--- src/rtl/svc_rv_pipe_pkg.sv ---
// Shared types, constants and helpers for the svc_rv pipeline stage register.
package svc_rv_pipe_pkg;

  typedef enum logic [1:0] {
    EMPTY = 2'd0,
    ONE   = 2'd1,
    FULL  = 2'd2
  } pipe_state_t;

  localparam int STAT_W = 32;

  // Number of entries held by the skid buffer in a given state.
  function automatic logic [1:0] occupancy(input pipe_state_t state);
    case (state)
      EMPTY:   occupancy = 2'd0;
      ONE:     occupancy = 2'd1;
      FULL:    occupancy = 2'd2;
      default: occupancy = 2'd0;
    endcase
  endfunction

  function automatic logic [STAT_W-1:0] sat_add(input logic [STAT_W-1:0] base,
                                                input logic [1:0]        inc);
    logic [STAT_W:0] sum;
    sum = {1'b0, base} + {{(STAT_W-1){1'b0}}, inc};
    if (sum[STAT_W]) begin
      sat_add = {STAT_W{1'b1}};
    end else begin
      sat_add = sum[STAT_W-1:0];
    end
  endfunction

endpackage

--- src/rtl/svc_rv_pipe_skid.sv ---
// svc_rv_pipe_skid: two-entry skid buffer used by svc_rv_pipe_stage when SKID=1.
// s_ready is a flop, so there is no combinational path from m_ready to s_ready.
module svc_rv_pipe_skid
  import svc_rv_pipe_pkg::*;
#(
  parameter int WIDTH = 64
) (
  input  logic             clk,
  input  logic             rst_n,
  input  logic             flush,
  input  logic             s_valid,
  output logic             s_ready,
  input  logic [WIDTH-1:0] s_data,
  output logic             m_valid,
  input  logic             m_ready,
  output logic [WIDTH-1:0] m_data,
  output logic [1:0]       drop_num
);

  pipe_state_t      state_r;
  pipe_state_t      state_nxt_s;
  logic             s_ready_r;
  logic [WIDTH-1:0] main_r;
  logic [WIDTH-1:0] skid_r;
  logic             in_xfer_s;
  logic             out_xfer_s;
  logic             load_main_s;
  logic             load_skid_s;
  logic             move_skid_s;

  assign s_ready    = s_ready_r;
  assign m_valid    = (state_r != EMPTY);
  assign m_data     = main_r;
  assign in_xfer_s  = s_valid && s_ready_r;
  assign out_xfer_s = m_valid && m_ready;

  // Next state, payload load strobes and the number of entries lost to a flush
  always_comb begin
    state_nxt_s = state_r;
    load_main_s = 1'b0;
    load_skid_s = 1'b0;
    move_skid_s = 1'b0;
    drop_num    = 2'd0;
    if (flush) begin
      // A same-cycle output transfer was delivered, so it is not a drop.
      state_nxt_s = EMPTY;
      drop_num    = occupancy(state_r) + {1'b0, in_xfer_s} - {1'b0, out_xfer_s};
    end else begin
      case (state_r)
        EMPTY: begin
          if (in_xfer_s) begin
            state_nxt_s = ONE;
            load_main_s = 1'b1;
          end else begin
            state_nxt_s = EMPTY;
          end
        end
        ONE: begin
          if (in_xfer_s && out_xfer_s) begin
            state_nxt_s = ONE;
            load_main_s = 1'b1;
          end else if (in_xfer_s) begin
            state_nxt_s = FULL;
            load_skid_s = 1'b1;
          end else if (out_xfer_s) begin
            state_nxt_s = EMPTY;
          end else begin
            state_nxt_s = ONE;
          end
        end
        FULL: begin
          if (out_xfer_s) begin
            state_nxt_s = ONE;
            move_skid_s = 1'b1;
          end else begin
            state_nxt_s = FULL;
          end
        end
        default: begin
          state_nxt_s = EMPTY;
        end
      endcase
    end
  end

  // Occupancy state and its registered ready decode
  always_ff @(posedge clk) begin
    if (!rst_n) begin
      state_r   <= EMPTY;
      s_ready_r <= 1'b1;
    end else begin
      state_r   <= state_nxt_s;
      s_ready_r <= (state_nxt_s != FULL);
    end
  end

  // Payload storage; contents are meaningless unless the state says otherwise
  always_ff @(posedge clk) begin
    if (load_main_s) begin
      main_r <= s_data;
    end else if (move_skid_s) begin
      main_r <= skid_r;
    end else begin
      main_r <= main_r;
    end
    if (load_skid_s) begin
      skid_r <= s_data;
    end else begin
      skid_r <= skid_r;
    end
  end

endmodule

--- src/rtl/svc_rv_pipe_stage.sv ---
// svc_rv_pipe_stage: valid/ready pipeline register (passthrough, single entry or skid).
// Optional saturating stall/drop counters when SVC_RV_PIPE_STAGE_STATS_EN is defined.
module svc_rv_pipe_stage
  import svc_rv_pipe_pkg::*;
#(
  parameter int WIDTH     = 64,
  parameter int PIPELINED = 1,
  parameter int SKID      = 0
) (
  input  logic              clk,
  input  logic              rst_n,
  input  logic              flush,
  input  logic              s_valid,
  output logic              s_ready,
  input  logic [WIDTH-1:0]  s_data,
  output logic              m_valid,
  input  logic              m_ready,
  output logic [WIDTH-1:0]  m_data
`ifdef SVC_RV_PIPE_STAGE_STATS_EN
  ,
  output logic [STAT_W-1:0] stall_cnt,
  output logic [STAT_W-1:0] drop_cnt
`endif
);

  logic [1:0] drop_num_s;

  if (PIPELINED == 0) begin : g_pass
    logic unused_pass;
    assign unused_pass = ^{clk, rst_n, flush};
    assign m_valid     = s_valid;
    assign m_data      = s_data;
    assign s_ready     = m_ready;
    assign drop_num_s  = 2'd0;
  end else if (SKID == 0) begin : g_reg
    logic             valid_r;
    logic [WIDTH-1:0] data_r;
    logic             in_xfer_s;
    logic             out_xfer_s;

    assign s_ready    = !valid_r || m_ready;
    assign m_valid    = valid_r;
    assign m_data     = data_r;
    assign in_xfer_s  = s_valid && s_ready;
    assign out_xfer_s = valid_r && m_ready;
    assign drop_num_s = flush ? ({1'b0, valid_r} + {1'b0, in_xfer_s} - {1'b0, out_xfer_s})
                              : 2'd0;

    // Entry valid flag: flush beats any load
    always_ff @(posedge clk) begin
      if (!rst_n) begin
        valid_r <= 1'b0;
      end else if (flush) begin
        valid_r <= 1'b0;
      end else if (in_xfer_s) begin
        valid_r <= 1'b1;
      end else if (out_xfer_s) begin
        valid_r <= 1'b0;
      end else begin
        valid_r <= valid_r;
      end
    end

    // Payload register, not reset
    always_ff @(posedge clk) begin
      if (in_xfer_s) begin
        data_r <= s_data;
      end else begin
        data_r <= data_r;
      end
    end
  end else begin : g_skid
    svc_rv_pipe_skid #(
      .WIDTH(WIDTH)
    ) u_skid (
      .clk     (clk),
      .rst_n   (rst_n),
      .flush   (flush),
      .s_valid (s_valid),
      .s_ready (s_ready),
      .s_data  (s_data),
      .m_valid (m_valid),
      .m_ready (m_ready),
      .m_data  (m_data),
      .drop_num(drop_num_s)
    );
  end

`ifdef SVC_RV_PIPE_STAGE_STATS_EN
  logic [STAT_W-1:0] stall_cnt_r;
  logic [STAT_W-1:0] drop_cnt_r;

  // Saturating stall and drop counters
  always_ff @(posedge clk) begin
    if (!rst_n) begin
      stall_cnt_r <= {STAT_W{1'b0}};
      drop_cnt_r  <= {STAT_W{1'b0}};
    end else begin
      stall_cnt_r <= sat_add(stall_cnt_r, {1'b0, m_valid && !m_ready});
      drop_cnt_r  <= sat_add(drop_cnt_r, drop_num_s);
    end
  end

  assign stall_cnt = stall_cnt_r;
  assign drop_cnt  = drop_cnt_r;
`else
  logic unused_stats;
  assign unused_stats = ^drop_num_s;
`endif

endmodule

--- config.mk ---
export PLATFORM = sky130hd
export DESIGN_NAME = svc_rv_pipe_stage
export DESIGN_NICKNAME = d
export VERILOG_FILES = /design/src/rtl/svc_rv_pipe_pkg.sv /design/src/rtl/svc_rv_pipe_skid.sv /design/src/rtl/svc_rv_pipe_stage.sv
export SDC_FILE = /design/constraint.sdc
export NUM_CORES = 1
export LEC_CHECK = 0
export ABC_AREA = 1
export CORE_ASPECT_RATIO = 2
export CORE_MARGIN = 8
export CORE_UTILIZATION = 31
export DETAILED_ROUTE_END_ITERATION = 12
export PLACE_DENSITY = 0.75
export SETUP_SLACK_MARGIN = 0.15
export SYNTH_ARGS = -nofsm -noshare
export SYNTH_HDL_FRONTEND = slang
export SYNTH_SLANG_ARGS = --single-unit
--- constraint.sdc ---
create_clock -name clk -period 4.45 [get_ports clk]
set_clock_uncertainty 0.1 [all_clocks]
set_input_delay 0.89 -clock clk [delete_from_list [all_inputs] [get_ports clk]]
set_output_delay 0.89 -clock clk [all_outputs]
set_load 0.01 [all_outputs]
==> results.cfg <==
[status]
outcome = completed

[logic_synthesis]
synth_fp_nets = 141
postSynthCellCount = 72
synth_top_area_cell = edfxtp_1
yosysWarnings = 0
synthTopCellsByArea = edfxtp_1, dfxtp_1, a21oi_2
ys_seq_area_share_pct = 98.23
yosys.area.top_type_share_pct = 97.22
synthesis.area_sq_um = 1977
ys_ff_latch = 65
yosys.cell_types.count = 8
syn-mean-instance-area_sq_um = 27.46

[finish]
final_common_cell = clkdlybuf4s50_1
final_cell_area_sq_um = 3697
diodes = 0
mostFrequentLayoutCells = clkdlybuf4s50_1, edfxtp_1, clkbuf_16, clkinv_1, inv_1
syn_to_final_growth_pct = 87.03
drive_above_1_share_pct = 7.207
nets = 287
final_cells = 308

[global_routing]
grt_pass1_wl_um = 7962
grt_pass1_vias = 1374
grt.overflow.total = 0
antenna_found_initial = 0
grt_max_degree = 54
grt.total_usage_pct = 12.42

[timing]
finalHoldViolations = 0
worst_pin_slew_ns = 0.6529
fin_crit_ns = 3.020
setup_ws_ns = 1.430
grt_setup_unrepaired = false
setup_tns_ns = 0
relSlewSlack_pct = 56.48
hold_ws_ns = 0.4422
setup-violations-final = 0
timing.fmax_ghz = 0.3311
slew_violations = 0
min_period_over_period_pct = 67.87

[routing]
first_pass_iters = 4
drt_iter0_drc = 125
wl_um = 5385
drc_errors = 0
routedWlPerCell_um = 17.48
num_vias = 1248
vias_per_cell = 4.052
final_antenna_net_count = 0

[job]
cap_violations = 0

[placed_design]
place_inst = 293
place_ws_ns = 1.411
hpwlAfterDp_um = 4311
portBuffers = 134
finalWeightedCongestion = 0.7021
place_area_sq_um = 3445

[critical_path]
cpMaxStageDelayCell = clkdlybuf4s50_1
end_kind = output pin
cpMostUsedCell = clkdlybuf4s50_1
crit_chain = clkdlybuf4s50_1, inv_2, nand2_2, clkdlybuf4s50_1
cp_num_buf_inv = 3
start_kind = input port
worst-setup-path-type = in -> out
rrSetupSlack_ns = 2.65
worst_r2r_path_depth = 2
reg2reg_to = m_data[51]
crit_required_ns = 3.46
crit_arrival_ns = 2.03
crit_family = buffers and inverters
cp_slowest_stage_delay_ns = 0.55
r2r_start = m_valid
path_max_fanout = 2

[min_path]
min-delay-path-class = reg -> reg
min_path_cells = 2
worstHoldEndpoint = m_valid
hp-start = m_valid

[floorplan]
start_util_pct = 31.59
dieArea_sq_um = 9343
die_w_um = 72.47
rows = 41
coreArea_sq_um = 6259
io_pins = 135
die_y_um = 128.9

[clock_network]
ctsHoldBuffers = 0
tritoncts = built
clock_sink_count = 65
cts_resized = 0
clkLatencyLatePin_ns = 0.32
clock_path_buffers = 2
cts_root_buf = clkbuf_16
cts_buffers = 9
clkTransAtPathRegs_ns = 0.05
h-tree-depth = 3
postCtsSetupRepairBufs = 0

[pwr]
power_density_nw_per_um2 = 398.6
leakage_nw = 1.304
vdd_drop_max_mv = 0.2721
## worst min-delay path, stage by stage, from the launching register on
cell and delay [ns]:
dfxtp_1 0.35, nand2_2 0.10, a21oi_2 0.04
## layout make-up
class | count | area [sq um]
multi-input cells | 4 | 35.03
clock buffers | 10 | 229.0
inverters | 3 | 11.26
repair buffers | 135 | 1349
clock inverters | 5 | 23.77
fillers | 519 | 2561
flip-flops and latches | 65 | 1942
well taps | 86 | 107.6
## logic make-up after synthesis
kind of cell    count (synthesis)  synth area share (%)
simple gates                    2                0.5063
compound gates                  2                0.6960
flops                          65                 98.23
buf+inv                         3                0.5696
## how the worst max path moves through the flow
stage                     startpoint         to  slack (ns)  cells past startpoint
after floorplan              m_ready  m_data[0]        1.12                      2
after global placement       m_ready    s_ready        1.44                      4
after detailed placement     m_ready    s_ready        1.41                      4
after CTS                    m_ready    s_ready        1.41                      4
after global routing         m_ready    s_ready        1.38                      4
final                        m_ready    s_ready        1.43                      4
## layer usage
layer | up-vias | track usage (%) | wire, um
li1 | 573 | - | -
met1 | 579 | 10.19 | 1675
met5 | - | 0 | 0
met3 | 14 | 5.846 | 484
met2 | 82 | 21.72 | 3012
met4 | 0 | 9.739 | 212
## where the power goes
part / internal [mW] / switching [mW]
clock: 0.365 / 0.223
sequential: 0.716 / 0.00964
combinational: 0.106 / 0.0541
total: 1.19 / 0.286
## synthesized netlist by cell type
cell type,count
a21oi_1,1
a21oi_2,1
dfxtp_1,1
edfxtp_1,64
inv_1,2
inv_2,1
nand2_1,1
nand2_2,1
## registers in the layout (all words and copies together), names as in the netlist
register,count
m_valid,1
m_data,64
## stage by stage
stage                     utilization [%]  power (mW)
final                               59.08       1.474
after global routing                59.08       1.535
after CTS                           59.08       1.497
after detailed placement            55.04      0.9010
after global placement              55.04      0.8980
after floorplan                         -      0.7693
(Power assumes the default switching activity.)
